**config.mk**
```make
export PLATFORM = sky130hd
export DESIGN_NAME = alu_arbiter
export DESIGN_NICKNAME = d
export VERILOG_FILES = /design/src/rtl/alu_arbiter.sv
export SDC_FILE = /design/constraint.sdc
export NUM_CORES = 1
export LEC_CHECK = 0
export CAP_MARGIN = 20
export CORE_ASPECT_RATIO = 0.7
export CORE_MARGIN = 2
export CORE_UTILIZATION = 42
export DETAILED_ROUTE_END_ITERATION = 7
export PLACE_DENSITY = 0.86
export RECOVER_POWER = 100
export SLEW_MARGIN = 20
export SYNTH_ARGS = -nofsm -noshare
export SYNTH_HDL_FRONTEND = slang
export SYNTH_SLANG_ARGS = --single-unit
export TNS_END_PERCENT = 100
```
**constraint.sdc**
```tcl
create_clock -name clk -period 10.6 [get_ports clk]
set_clock_uncertainty 0.1 [all_clocks]
set_input_delay 2.12 -clock clk [delete_from_list [all_inputs] [get_ports clk]]
set_output_delay 2.12 -clock clk [all_outputs]
set_load 0.05 [all_outputs]
```
**src/rtl/alu_arbiter.sv**
```systemverilog
// alu_arbiter: round-robin front end sharing one multi-cycle ALU between two requesters.
// Define ALU_ARB_TIMEOUT_EN to abort an operation after 16 BUSY cycles without alu_ack.
module alu_arbiter (
    input  logic        clk,
    input  logic        rst,
    input  logic        req0,
    input  logic        req1,
    input  logic [31:0] a0,
    input  logic [31:0] a1,
    input  logic [31:0] b0,
    input  logic [31:0] b1,
    input  logic [8:0]  fnct0,
    input  logic [8:0]  fnct1,
    output logic        gnt0,
    output logic        gnt1,
    output logic        done0,
    output logic        done1,
    output logic [31:0] res,
    output logic        cf,
    output logic        nf,
    output logic        zf,
    output logic        vf,
    output logic        busy,
    output logic        err,
    output logic [31:0] alu_inp_a,
    output logic [31:0] alu_inp_b,
    output logic [8:0]  alu_fnct_sel,
    input  logic [31:0] alu_out,
    input  logic        alu_cf,
    input  logic        alu_nf,
    input  logic        alu_zf,
    input  logic        alu_vf,
    input  logic        alu_ack
);
    localparam logic [1:0] IDLE = 2'd0;
    localparam logic [1:0] BUSY = 2'd1;
    localparam logic [1:0] RESP = 2'd2;
    localparam logic [8:0] NOP  = 9'h100;

    logic [1:0]  r_state;
    logic        r_ptr;
    logic        r_id;
    logic [31:0] r_a;
    logic [31:0] r_b;
    logic [8:0]  r_fnct;
    logic [31:0] r_res;
    logic        r_cf;
    logic        r_nf;
    logic        r_zf;
    logic        r_vf;
    logic        w_win1;
    logic        w_take;
    logic        w_in_busy;
    logic        w_abort;
    logic        w_fin;

    // r_ptr holds the last served requester; on contention the other one wins
    assign w_win1    = req1 & (~req0 | ~r_ptr);
    assign w_take    = (r_state == IDLE) & ~rst & (req0 | req1);
    assign w_in_busy = r_state == BUSY;
    assign w_fin     = w_in_busy & (alu_ack | w_abort);

    assign gnt0         = w_take & ~w_win1;
    assign gnt1         = w_take & w_win1;
    assign done0        = (r_state == RESP) & ~r_id;
    assign done1        = (r_state == RESP) & r_id;
    assign busy         = r_state != IDLE;
    assign alu_inp_a    = r_a;
    assign alu_inp_b    = r_b;
    assign alu_fnct_sel = w_in_busy ? r_fnct : NOP;
    assign res          = r_res;
    assign cf           = r_cf;
    assign nf           = r_nf;
    assign zf           = r_zf;
    assign vf           = r_vf;

`ifdef ALU_ARB_TIMEOUT_EN
    logic [4:0] r_cnt;
    logic       r_err;

    assign w_abort = w_in_busy & ~alu_ack & (r_cnt == 5'd15);
    assign err     = r_err;

    always_ff @(posedge clk or posedge rst) begin
        if (rst) begin
            r_cnt <= 5'd0;
            r_err <= 1'b0;
        end else begin
            r_cnt <= w_take ? 5'd0 : (w_in_busy & ~alu_ack) ? r_cnt + 5'd1 : r_cnt;
            r_err <= r_err | w_abort;
        end
    end
`else
    assign w_abort = 1'b0;
    assign err     = 1'b0;
`endif

    always_ff @(posedge clk or posedge rst) begin
        if (rst) begin
            r_state <= IDLE;
            r_ptr   <= 1'b1;
            r_id    <= 1'b0;
            r_a     <= 32'd0;
            r_b     <= 32'd0;
            r_fnct  <= NOP;
            r_res   <= 32'd0;
            r_cf    <= 1'b0;
            r_nf    <= 1'b0;
            r_zf    <= 1'b0;
            r_vf    <= 1'b0;
        end else if (w_take) begin
            r_state <= BUSY;
            r_ptr   <= w_win1;
            r_id    <= w_win1;
            r_a     <= w_win1 ? a1 : a0;
            r_b     <= w_win1 ? b1 : b0;
            r_fnct  <= w_win1 ? fnct1 : fnct0;
        end else if (w_fin) begin
            // an aborted operation completes with a zero result and clear flags
            r_state <= RESP;
            r_res   <= alu_ack ? alu_out : 32'd0;
            r_cf    <= alu_ack & alu_cf;
            r_nf    <= alu_ack & alu_nf;
            r_zf    <= alu_ack & alu_zf;
            r_vf    <= alu_ack & alu_vf;
        end else if (r_state == RESP) begin
            r_state <= IDLE;
        end
    end
endmodule

```
### Word level (Yosys, flattened, before mapping)

Cells that the tools add are included.

| storage, ports and cells | value |
|---|---|
| register bits after elaboration | 113 |
| input port bits | 187 |
| output and inout bits | 115 |

| operators by class | value |
|---|---|
| eq/ne operators | 2 |
| muxes and demuxes | 8 |
| bitwise operators | 20 |
| reductions and logical operators | 4 |

Operator list:

| operator | number |
|---|---|
| 2-to-1 mux 32 bit | 3 |
| 2-to-1 mux 9 bit | 2 |
| AND 1 bit | 12 |
| 2-to-1 mux 2 bit | 3 |
| inverter 1 bit | 6 |
| nonzero test 3 bit | 1 |
| == test 2 x 1 -> 1 bit (second input constant) | 1 |
| == test 2 bit (second input constant) | 1 |
| logical NOT 2 bit | 1 |
| OR 1 bit | 2 |
| AND reduction 2 bit | 1 |
| nonzero test 2 bit | 1 |

### Depth between registers and ports, before layout

| logic depth | value |
|---|---|
| depth in word-level cells | 5 |
| mapped depth | 7 |
| gate-level depth less buffers | 3 |

### Worst setup path after synthesis

OpenSTA, ideal clock, no wires.

| timing path | value |
|---|---|
| path type | input to output |
| start | input rst |
| end | output gnt0 |
| data arrival time | 3.893 ns |
| path slack | 4.487 ns |
| stages | 4 |
| cells stage by stage | or3_4 > buf_6 > buf_6 > nor3b_1 |

| on the way | value |
|---|---|
| word-level cells in the longest chain between the ends | 4 |

RTL lines:

| item | line | text |
|---|---|---|
| start: declaration | 5 | `input logic rst,` |
| inverter 1 bit | 59 | `assign w_take = (r_state == IDLE) & ~rst & (req0 \| req1);` |
| AND 1 bit (2 in a row) | 59 |  |
| AND 1 bit | 63 | `assign gnt0 = w_take & ~w_win1;` |
| end: declaration | 14 | `output logic gnt0,` |

Every way passes these cells.

### Worst setup path after layout

| timing path | value |
|---|---|
| start | input rst |
| end | output gnt1 |

| on the way | value |
|---|---|
| word-level cells in the longest chain between the ends | 4 |

RTL lines:

| item | line | text |
|---|---|---|
| inverter 1 bit | 59 |  |
| AND 1 bit (2 in a row) | 59 |  |
| AND 1 bit | 64 | `assign gnt1 = w_take & w_win1;` |
| end: declaration | 15 | `output logic gnt1,` |

Every way passes these cells.

==> impl_metrics.toml <==
[synth]
synth_top_flop_cell = "dfrtp_1"
yosys_warnings = 0
avgSynthCellArea_um2 = 12.2
async_flop_share = 1.00
ys_ff_latch = 113
syn-instance-count = 443
synth_nets = 630
synth_area_um2 = 5390
synthDistinctLibCells = 26
synth_edf_count = 0
yosysSeqAreaShare = 0.525

[worst_setup_path]
cp.arrival_ns = 4.91
required_ns = 8.38
worstPathCellList = "dlygate4sd3_1 > nor3_1 > and3_2 > buf_4 > clkdlybuf4s50_1"
reg2reg_depth = 4
worstReg2RegStart = "r_state[0]$_DFFE_PP0P_"
critPathCaptureType = "output pin"
critPathMaxStageDelay_ns = 0.95
start_kind = "primary input"
crit_slowest_cell = "clkdlybuf4s50_1"
r2r_slack_ns = 6.76
path_max_fanout = 76
r2r-end = "r_fnct[5]$_DFFE_PP0N_"
worstSetupPathType = "primary input to output pin"

[timing]
drv_slew = 230
hold_viol_final = 0
fmax_mhz = 140
tightest_slew_ns = 3.62
setup_slack_ns = 3.47
min_period_over_period = 0.673
rsz0062_at_grt = "no"
setup_viol = 0
relSlewSlack = -1.41
setup_tns_ns = 0
period_needed_ns = 7.13

[pwr]
ir_worst_vdd_uv = 221
p_sw_frac = 0.461
leakagePower_nw = 3.73
clkPwrFrac = 0.201
pwr-share-comb = 0.542
pwr-share-seq = 0.256
netSwitchingPower_mw = 1.37
powerDensity_nw_per_um2 = 331
internal_power_mw = 1.60

[clock_tree]
clock-sinks = 113
tritoncts = "done"
cts_resized = 0
clk-insertion-delay-late_ns = 0.39
post_cts_buffers = 0
clockBufferDepth = 2
cts_buffers = 17
htreeDepth = 4
root_buffer = "clkbuf_16"
clk_pin_slew_ns = 0.05
cts_hold_buffers = 0

[run_status]
outcome = "complete, but fails checks"
failed_checks = "capacitance limit, slew limit"

[route]
drc = 0
drt-initial-drc-count = 252
wl_um = 17300
dr.pass1.iters = 5
vias = 4899
ant_nets = 0
wl_per_cell_um = 19.4
viasPerCell = 5.47

[global_routing]
antenna_found_initial = 0
grt_pass1_vias = 5004
globalRoute.totalOverflow = 0
grt_use_total = 0.251
grt_start_max_net_pins = 77
grt_pass1_wl_um = 27200

[floorplan]
die_h_um = 98.8
die_w_um = 139
ioPinCount = 302
initial_utilization = 0.432
dieArea_um2 = 13800
coreArea_um2 = 12500
rows = 34

[layout]
multi_input_area_um2 = 2260
area_growth_pct = 66.5
fill_cells = 875
layout-drive-gt1-share = 0.185
regArea_um2 = 2830
nets = 909
n_antenna_cell = 0
layout_commonest_cell = "clkdlybuf4s50_1"
final_cell_mix = "clkdlybuf4s50_1 (184), dlygate4sd3_1 (115), dfrtp_1 (111), nand2_1 (76), a221o_1 (73)"

[placed_design]
hpwl_um = 11800
port_buffers = 300
pre_cts_ws_ns = 3.70
routabilityCongestion = 0.800

[min_path]
min_path_cells = 1
hold_path.class = "flop to flop"
min_to = "res[21]$_DFFE_PP0P_"
hold_start = "res[21]$_DFFE_PP0P_"

[flow_run]
drv_cap = 4
[cell type report]
type | instances | area share
Clock buffer | 22 | 0.0517
Tap cell | 162 | 0.0226
Timing Repair Buffer | 307 | 0.340
Clock inverter | 9 | 0.0174
Multi-Input combinational cell | 282 | 0.252
Sequential cell | 113 | 0.315
Inverter | 1 | 0.000558
[sequential cells by signal, indices dropped and copies added (netlist names)]
| name | count |
|---|---|
| nf | 1 |
| r_ptr | 1 |
| r_id | 1 |
| vf | 1 |
| alu_inp_b | 32 |
| alu_inp_a | 32 |
| r_fnct | 9 |
| res | 32 |
| cf | 1 |
| zf | 1 |
| r_state | 2 |
[critical path, delay by kind of cell]
| kind | cells | cell delay, ns |
|---|---|---|
| buffers and inverters | 3 | 2.20 |
| and+or+nand+nor | 2 | 0.57 |
[layer usage]
| layer | wire length (µm) | track usage |
|---|---|---|
| met1 | 6870 | 0.309 |
| met2 | 8640 | 0.423 |
| met3 | 1390 | 0.0782 |
| met4 | 437 | 0.0855 |
| met5 | 0 | 0 |
[Yosys cell counts (2+ instances only)]
master	n	share of area
nor3b_1	2	0.0028
a221o_1	73	0.14
nand2_1	76	0.053
buf_2	17	0.016
buf_6	14	0.029
and2_1	8	0.0093
mux2_2	36	0.075
clkbuf_1	14	0.0098
dfstp_2	2	0.0098
a21o_1	2	0.0028
nor3_2	60	0.11
nor2b_1	2	0.0023
dfrtp_1	111	0.52
nor3_1	14	0.013
[cell families after synthesis]
group / Yosys count / share of synthesized area
buffers and inverters: 48 / 0.0576
flip-flops: 113 / 0.525
other: 1 / 0.000696
AO/OA/AOI/OAI: 77 / 0.141
multiplexers: 36 / 0.0752
AND/OR/NAND/NOR: 168 / 0.200
[per-stage QoR]
| stage | area (µm²) | hold WS, ns | instances | utilization | power, mW |
|---|---|---|---|---|---|
| finish | 8970 | 0.398 | 896 | 0.720 | 2.97 |
| global route | 8970 | 0.404 | 896 | 0.720 | 3.08 |
| CTS | 8970 | 0.405 | 895 | 0.720 | 3.06 |
| detailed placement | 8350 | 0.394 | 864 | 0.670 | 2.45 |
| global placement | 8350 | 0.386 | 864 | 0.670 | 2.42 |
| floorplan | 5390 | 0.365 | 443 | - | 1.88 |
[worst max-delay path by stage]
| stage | start | to | slack (ns) | depth (start not counted) |
|---|---|---|---|---|
| 6_report | rst | gnt1 | 3.47 | 5 |
| 5_1_grt | rst | alu_inp_b[5]$_DFFE_PP0N_ | 2.40 | 3 |
| 4_1_cts | rst | gnt1 | 3.70 | 5 |
| 3_5_place_dp | rst | gnt1 | 3.70 | 5 |
| 3_3_place_gp | rst | gnt1 | 3.74 | 5 |
| 2_1_floorplan | rst | gnt0 | 4.49 | 4 |
[power by group through the flow]
| stage | registers [mW] | logic [mW] | clock network, mW |
|---|---|---|---|
| final | 0.761 | 1.61 | 0.597 |
| after global routing | 0.786 | 1.67 | 0.628 |
| after CTS | 0.769 | 1.68 | 0.607 |
| after detailed placement | 0.768 | 1.68 | 0 |
| after global placement | 0.758 | 1.66 | 0 |
| after floorplan | 1.39 | 0.494 | 0 |
No activity file was read; power rests on OpenSTA's default activity.
